[src/rtl/hazard_ctrl_if.sv]
// hazard_ctrl_if: pipeline <-> hazard controller bus.
// stall_cycles/flush_count exist only when HAZARD_PERF_CNT_EN is defined.
interface hazard_ctrl_if
`ifdef HAZARD_PERF_CNT_EN
  #(parameter int PERF_W = 32)
`endif
  ;
  logic [4:0] id_rs, id_rt, ex_rt;
  logic id_uses_rt, ex_memread, branch_taken, mem_busy;
  logic pc_write, ifid_write, idex_bubble, ifid_flush, idex_flush, pipe_hold;
`ifdef HAZARD_PERF_CNT_EN
  logic [PERF_W-1:0] stall_cycles, flush_count;
`endif
  modport master(
    output id_rs, id_rt, id_uses_rt, ex_memread, ex_rt, branch_taken, mem_busy,
    input pc_write, ifid_write, idex_bubble, ifid_flush, idex_flush, pipe_hold
`ifdef HAZARD_PERF_CNT_EN
    , input stall_cycles, flush_count
`endif
  );
  modport slave(
    input id_rs, id_rt, id_uses_rt, ex_memread, ex_rt, branch_taken, mem_busy,
    output pc_write, ifid_write, idex_bubble, ifid_flush, idex_flush, pipe_hold
`ifdef HAZARD_PERF_CNT_EN
    , output stall_cycles, flush_count
`endif
  );
endinterface

[src/rtl/hazard_ctrl.sv]
// hazard_ctrl: load-use stall, branch flush and memory-wait hold control for the MIPS pipe.
// Optional saturating perf counters are enabled by defining HAZARD_PERF_CNT_EN.
module hazard_ctrl #(
  parameter int LOAD_STALL_CYCLES = 1,
  parameter int PERF_W = 32
) (
  input logic clock,
  input logic reset,
  hazard_ctrl_if.slave bus
);
  typedef enum logic [1:0] {RUN, LOADUSE, MEMWAIT} state_t;
  state_t state_q, state_d, eff;
  logic [1:0] cnt_q, cnt_d;
  logic resume_q, resume_d, lu, stall, flush, hold;
  logic pc_write;
  if (LOAD_STALL_CYCLES < 1 || LOAD_STALL_CYCLES > 3 || PERF_W < 1) begin : g_param_chk
    $error("hazard_ctrl: LOAD_STALL_CYCLES must be 1..3 and PERF_W >= 1");
  end
  always_ff @(posedge clock or posedge reset)
    if (reset) begin
      state_q  <= RUN;
      cnt_q    <= 2'd0;
      resume_q <= 1'b0;
    end else begin
      state_q  <= state_d;
      cnt_q    <= cnt_d;
      resume_q <= resume_d;
    end
  always_comb begin
    lu = bus.ex_memread && bus.ex_rt != 5'd0 &&
         (bus.ex_rt == bus.id_rs || (bus.id_uses_rt && bus.ex_rt == bus.id_rt));
    // leaving MEMWAIT behaves as if already back in the interrupted state
    eff = (state_q == MEMWAIT) ? (resume_q ? LOADUSE : RUN) : state_q;
    state_d = eff;
    cnt_d = cnt_q;
    resume_d = resume_q;
    stall = 1'b0;
    flush = 1'b0;
    hold = 1'b0;
    if (bus.mem_busy) begin
      hold = 1'b1;
      state_d = MEMWAIT;
      resume_d = (state_q == MEMWAIT) ? resume_q : (state_q == LOADUSE);
    end else if (bus.branch_taken) begin
      flush = 1'b1;
      state_d = RUN;
      cnt_d = 2'd0;
    end else if (eff == LOADUSE) begin
      stall = 1'b1;
      state_d = (cnt_q == 2'd0) ? RUN : LOADUSE;
      cnt_d = (cnt_q == 2'd0) ? cnt_q : cnt_q - 2'd1;
    end else if (lu) begin
      stall = 1'b1;
      if (LOAD_STALL_CYCLES > 1) begin
        state_d = LOADUSE;
        cnt_d = 2'(LOAD_STALL_CYCLES - 2);
      end
    end
  end
  assign pc_write        = !reset && !hold && !stall;
  assign bus.pc_write    = pc_write;
  assign bus.ifid_write  = pc_write;
  assign bus.idex_bubble = !reset && stall;
  assign bus.ifid_flush  = !reset && flush;
  assign bus.idex_flush  = !reset && flush;
  assign bus.pipe_hold   = reset || hold;
`ifdef HAZARD_PERF_CNT_EN
  logic [PERF_W-1:0] stall_q, flush_q;
  always_ff @(posedge clock or posedge reset)
    if (reset) begin
      stall_q <= '0;
      flush_q <= '0;
    end else begin
      if (!pc_write && !(&stall_q)) stall_q <= stall_q + PERF_W'(1);
      if (flush && !(&flush_q)) flush_q <= flush_q + PERF_W'(1);
    end
  assign bus.stall_cycles = stall_q;
  assign bus.flush_count  = flush_q;
`endif
endmodule

[src/flat_wrapper.sv]
// flat-port wrapper written by rule: the top's interface ports become plain ports
module hazard_ctrl_flat 
#(
  parameter int LOAD_STALL_CYCLES = 1,
  parameter int PERF_W = 32
)
  (clock, reset, bus_id_rs, bus_id_rt, bus_id_uses_rt, bus_ex_memread, bus_ex_rt, bus_branch_taken, bus_mem_busy, bus_pc_write, bus_ifid_write, bus_idex_bubble, bus_ifid_flush, bus_idex_flush, bus_pipe_hold);
  hazard_ctrl_if bus_i ();
  input logic clock;
  input logic reset;
  input wire logic [$bits(bus_i.id_rs)-1:0] bus_id_rs;
  input wire logic [$bits(bus_i.id_rt)-1:0] bus_id_rt;
  input wire logic [$bits(bus_i.id_uses_rt)-1:0] bus_id_uses_rt;
  input wire logic [$bits(bus_i.ex_memread)-1:0] bus_ex_memread;
  input wire logic [$bits(bus_i.ex_rt)-1:0] bus_ex_rt;
  input wire logic [$bits(bus_i.branch_taken)-1:0] bus_branch_taken;
  input wire logic [$bits(bus_i.mem_busy)-1:0] bus_mem_busy;
  output wire logic [$bits(bus_i.pc_write)-1:0] bus_pc_write;
  output wire logic [$bits(bus_i.ifid_write)-1:0] bus_ifid_write;
  output wire logic [$bits(bus_i.idex_bubble)-1:0] bus_idex_bubble;
  output wire logic [$bits(bus_i.ifid_flush)-1:0] bus_ifid_flush;
  output wire logic [$bits(bus_i.idex_flush)-1:0] bus_idex_flush;
  output wire logic [$bits(bus_i.pipe_hold)-1:0] bus_pipe_hold;
  assign bus_i.id_rs = bus_id_rs;
  assign bus_i.id_rt = bus_id_rt;
  assign bus_i.id_uses_rt = bus_id_uses_rt;
  assign bus_i.ex_memread = bus_ex_memread;
  assign bus_i.ex_rt = bus_ex_rt;
  assign bus_i.branch_taken = bus_branch_taken;
  assign bus_i.mem_busy = bus_mem_busy;
  assign bus_pc_write = bus_i.pc_write;
  assign bus_ifid_write = bus_i.ifid_write;
  assign bus_idex_bubble = bus_i.idex_bubble;
  assign bus_ifid_flush = bus_i.ifid_flush;
  assign bus_idex_flush = bus_i.idex_flush;
  assign bus_pipe_hold = bus_i.pipe_hold;
  hazard_ctrl #(.LOAD_STALL_CYCLES(LOAD_STALL_CYCLES), .PERF_W(PERF_W)) u_core (.clock(clock), .reset(reset), .bus(bus_i));
endmodule
[config.mk]
export PLATFORM = sky130hd
export DESIGN_NAME = hazard_ctrl_flat
export DESIGN_NICKNAME = d
export VERILOG_FILES = /design/src/rtl/hazard_ctrl_if.sv /design/src/rtl/hazard_ctrl.sv /design/src/flat_wrapper.sv
export SDC_FILE = /design/constraint.sdc
export NUM_CORES = 1
export LEC_CHECK = 0
export CAP_MARGIN = 15
export CORE_MARGIN = 2
export CORE_UTILIZATION = 35
export DETAILED_ROUTE_END_ITERATION = 12
export PLACE_DENSITY = 0.73
export SYNTH_ARGS = -nofsm -noshare
export SYNTH_HDL_FRONTEND = slang
export SYNTH_SLANG_ARGS = --single-unit
[constraint.sdc]
create_clock -name clock -period 1.65 [get_ports clock]
set_input_delay 0.33 -clock clock [delete_from_list [all_inputs] [get_ports clock]]
set_output_delay 0.33 -clock clock [all_outputs]
set_load 0.01 [all_outputs]
Yosys cells after proc, flatten, opt, wreduce, memory -nomap -nowiden
Index checks and enable logic that the tools add are counted.

storage, ports and cells
  register bits after elaboration = 5
  output and inout bits = 6

cells by class
  $add $sub $neg = 1
  equality and inequality tests = 6
  multiplexer cells = 16
  bitwise gates (word level) = 2
  reductions and logical operators = 17

operators by type and width
  cell                 number
  $mux 2               7
  $eq 5x5->1           2
  $mux 1               9
  $logic_and 1x1->1    7
  $reduce_bool 5->1    1
  $eq 2x1->1 const B   2
  $logic_not 1->1      3
  $reduce_and 3->1     1
  $eq 2x2->1 const B   1
  $logic_not 2->1      1
  $logic_or 1x1->1     2
  $ne 2x2->1 const B   1
  $not 1->1            2
  $reduce_and 2->1     1
  $reduce_bool 2->1    1
  $sub 2x1->2 const B  1

Longest topological paths before layout
  word-level depth = 10
  mapped depth = 5
  gate-level depth less buffers = 4

Worst setup path after synthesis
No wires, ideal clock.

  path kind = register -> output
  start point = register u_core.state_q[0]
  end point = output bus_pc_write
  arrival = 1.346 ns
  slack = -0.026 ns
  stages on the path, launching flop included = 6
  buffers on the path = 1
  cell sequence = dfrtp_1 and2b_1 o21bai_1 a21o_1 a41oi_1 buf_4

on the way
  cells in the longest elaborated chain, start to end = 8

RTL lines
  what                    RTL line            text
  from (decl)             hazard_ctrl.sv:12   state_t state_q, state_d, eff;
  from (signal assigned)  hazard_ctrl.sv:25   state_q <= state_d;
  $eq 2x2->1              hazard_ctrl.sv:33   eff = (state_q == MEMWAIT) ? (resume_q ? LOADUSE : RUN) : state_q;
  $mux 2 (*)              hazard_ctrl.sv:33
  $eq 2x1->1 (*)          hazard_ctrl.sv:48   end else if (eff == LOADUSE) begin
  $mux 1 (*)              hazard_ctrl.sv:48
  $mux 1 (*)              hazard_ctrl.sv:44   end else if (bus.branch_taken) begin
  $mux 1 (*)              hazard_ctrl.sv:40   if (bus.mem_busy) begin
  $logic_not 1->1 (*)     hazard_ctrl.sv:60   assign pc_write = !reset && !hold && !stall;
  $logic_and 1x1->1 (*)   hazard_ctrl.sv:60
  to (decl)               flat_wrapper.sv:18  output wire logic [$bits(bus_i.pc_write)-1:0] bus_pc_write;

Mark *: on every way between the ends. The rest lies on a longest branch, timed or not.

Worst setup path after layout
  start point = register u_core.state_q[0]
  end point = output bus_ifid_write

on the way
  cells in the longest elaborated chain, start to end = 8

RTL lines
  what                   RTL line            text
  $eq 2x2->1             hazard_ctrl.sv:33
  $mux 2 (*)             hazard_ctrl.sv:33
  $eq 2x1->1 (*)         hazard_ctrl.sv:48
  $mux 1 (*)             hazard_ctrl.sv:48
  $mux 1 (*)             hazard_ctrl.sv:44
  $mux 1 (*)             hazard_ctrl.sv:40
  $logic_not 1->1 (*)    hazard_ctrl.sv:60
  $logic_and 1x1->1 (*)  hazard_ctrl.sv:60
  to (decl)              flat_wrapper.sv:19  output wire logic [$bits(bus_i.ifid_write)-1:0] bus_ifid_write;

Marked as above.

==> run_results.csv <==
group,metric,value,unit
synthesis,synth_area_leader_cell,"dfrtp_1",
setup_path,endpoint_kind,"primary output",
setup_path,r2r-start,"u_core.state_q[1]",
setup_path,worstPathMaxFanout,2,
place,routabilityCongestion,0.6881,
global_route,antenna_found_initial,0,
run_status,violations,"setup timing",
clocking,clock_path_buffers,2,
power_and_ir_drop,internal_power,291.3,uW
detailed_routing,wire_per_inst,12.95,um
synthesis,ys_seq_area_frac,0.2755,
clocking,cts_tree,"done",
setup_path,worstReg2RegEnd,"u_core.cnt_q[1]",
cells_and_area,area_delta_synth_final,93.66,%
die,start_util,0.3929,
power_and_ir_drop,swShare,0.2494,
sta,final_hold_viol_count,0,
global_route,grt_pass1_vias,561,
setup_path,r2r_cells,6,
sta,slew-limit-headroom,0.7602,
clocking,clk_pin_slew,40,ps
run_status,status,"finished, violations left",
detailed_routing,via_count,557,
setup_path,reg2reg_setup_slack,100,ps
setup_path,critPathLaunchType,"flip-flop",
sta,drv_slew,0,
place,port_buffers,26,
synthesis,synth.distinct_cells,27,
cells_and_area,final_nets,121,
global_route,track_usage,0.2176,
sta,grt_setup_unrepaired,"yes",
global_route,gr-total-overflow,0,
synthesis,syn_inst,55,
place,placed_cell_area,822.0,um^2
synthesis,synth_top_area_share,0.2755,
die,row_count,12,
power_and_ir_drop,clkPwrFrac,0.344,
detailed_routing,wl_met3,96,um
place,dp_slack,-753.6,ps
detailed_routing,wl,1450,um
cells_and_area,fin_cells,112,
clocking,clock_latency,230,ps
setup_path,cp.arrival,1430,ps
cells_and_area,postLayoutCellArea,879.6,um^2
cells_and_area,n_antenna_cell,0,
detailed_routing,viasPerCell,4.973,
cells_and_area,drive_gt1_frac,0.3776,
sta,period_share,1.064,
global_route,grt_pass1_wl,2235,um
setup_path,worstPathRequired,1320,ps
sta,worst_hold_slack,404.7,ps
clocking,root_buffer,"clkbuf_4",
sta,finClkSkew,0.4137,ps
power_and_ir_drop,power_frac_seq,0.322,
die,die-area,0.001602,mm^2
sta,tightest_slew,355.2,ps
min_path,min_path_type,"input port to async pin",
detailed_routing,highest_layer,"met3",
clocking,cts_hold_buf,0,
job,max-cap-violations,0,
power_and_ir_drop,p_per_area,441.3,mW/mm^2
power_and_ir_drop,peakVddDrop,362.9,uV
clocking,numCtsBuffers,3,
place,place_hpwl,1126,um
synthesis,synthTopCellsByArea,"dfrtp_1 (28%), xnor2_1 (19%), inv_1 (5.0%)",
sta,setup_viol,3,
clocking,clock_sinks,5,
detailed_routing,first_pass_iters,2,
clocking,cts_htree_levels,1,
die,die_h,40.03,um
sta,setup_slack,-105.8,ps
detailed_routing,dr.first_iter.drc_count,3,
synthesis,syn_area_per_cell,8.258,um^2
die,die_w,40.03,um
setup_path,critical_path_class,"flip-flop to primary output",
sta,period_needed,1756,ps
die,top_level_ports,27,
power_and_ir_drop,power_frac_comb,0.334,
power_and_ir_drop,p_leak,0.4223,nW
synthesis,synth-seq-cells,5,
synthesis,synthesis.area,454.2,um^2
detailed_routing,antenna_left,0,
power_and_ir_drop,finalPower,388.2,uW
synthesis,syn_nets,77,
power_and_ir_drop,switchingPower,96.83,uW
die,fp.coreArea,0.001156,mm^2
synthesis,yosysWarnings,0,
detailed_routing,wl_met1,587,um
place,dp.cells,106,
sta,fmax,569.5,MHz
global_route,grt_max_degree,7,
detailed_routing,wl_met2,765,um
detailed_routing,drc,0,
==> timing repair <==
item	in CTS	in global routing
endpoints found under the hold margin	0	0
pin swaps	14	9
buffers inserted	2	2
setup endpoints to repair	6	8
resized for setup	43	14
==> logic make-up after synthesis <==
kind of cell	count (synthesis)	synth area share
flops	5	0.2755
buf+inv	8	0.08263
compound gates	15	0.2452
xor+xnor	10	0.1928
simple gates	16	0.1763
fa+ha+maj	1	0.02754
==> metrics by stage <==
step	util	TNS, ps
final	0.7608	-292.1
after global routing	0.7608	-559.6
after CTS	0.7327	-346.6
after detailed placement	0.7110	-3333
after global placement	0.7110	-3137
after floorplan	-	0
==> registers in the layout (all words and copies together), names as in the netlist <==
signal           cells
u_core.state_q       2
u_core.cnt_q         2
u_core.resume_q      1
==> worst max-delay path, cell delays in order (launching register included) <==
cell and delay, ps:
dfrtp_1 360, and2b_1 160, o21bai_4 170, a21o_1 160
a41oi_2 170, buf_2 160
==> synthesized netlist by cell type <==
master    number
nor2_1         3
inv_1          6
o22ai_1        1
and3_1         1
nand2_1        6
or4_1          1
o311ai_0       2
o21ai_0        1
ha_1           1
and2b_1        1
dfrtp_1        5
a22o_1         1
nand4_1        1
a21oi_1        1
xnor2_1       10
o21ai_1        2
nor3_1         1
o31ai_1        1
buf_4          2
o21bai_1       1
and4_1         1
o21a_1         1
nand3_1        1
o21ba_1        1
a21o_1         1
a41oi_1        1
a32o_1         1
==> how the worst max path moves through the flow <==
stage	from	endpoint	slack (ps)	cells past startpoint
after floorplan	u_core.state_q[0]	bus_pc_write	60	5
after global placement	bus_ex_rt[4]	bus_idex_bubble	-720	6
after detailed placement	bus_ex_rt[1]	bus_idex_bubble	-750	6
after CTS	u_core.state_q[0]	bus_ifid_write	-120	5
after global routing	u_core.state_q[0]	bus_ifid_write	-200	5
final	u_core.state_q[0]	bus_ifid_write	-110	5
==> metal layers <==
metal  global-route usage  up-vias
met1               0.2196      257
met5                    0        -
met2               0.4153       17
met3              0.04444        0
li1                     -      283
met4               0.1034        0
==> final cells by class <==
cell class / count / area, um^2
inverters: 6 / 22.52
flip-flops and latches: 5 / 125.1
well taps: 14 / 17.52
clock buffers: 4 / 26.28
fillers: 100 / 276.5
repair buffers: 41 / 332.8
multi-input cells: 42 / 355.3
==> power groups by stage <==
stage | clock network, mW | logic (mW) | registers (mW)
after floorplan | 0 | 0.0474 | 0.127
after global placement | 0 | 0.135 | 0.127
after detailed placement | 0 | 0.136 | 0.127
after CTS | 0.141 | 0.125 | 0.125
after global routing | 0.151 | 0.142 | 0.125
final | 0.133 | 0.130 | 0.125
==> layout by cell type, fill, tap and decap left out, drive strengths merged, types with 3 or more instances in the layout <==
master,netlist,final
dfrtp,5,5
inv,6,6
nor2,3,3
clkbuf,0,5
nand2,6,6
buf,2,20
dlygate4sd2,0,13
clkdlybuf4s50,0,4
o21ai,3,3
xnor2,10,10
Note: power is estimated with default switching activity, not from simulation.
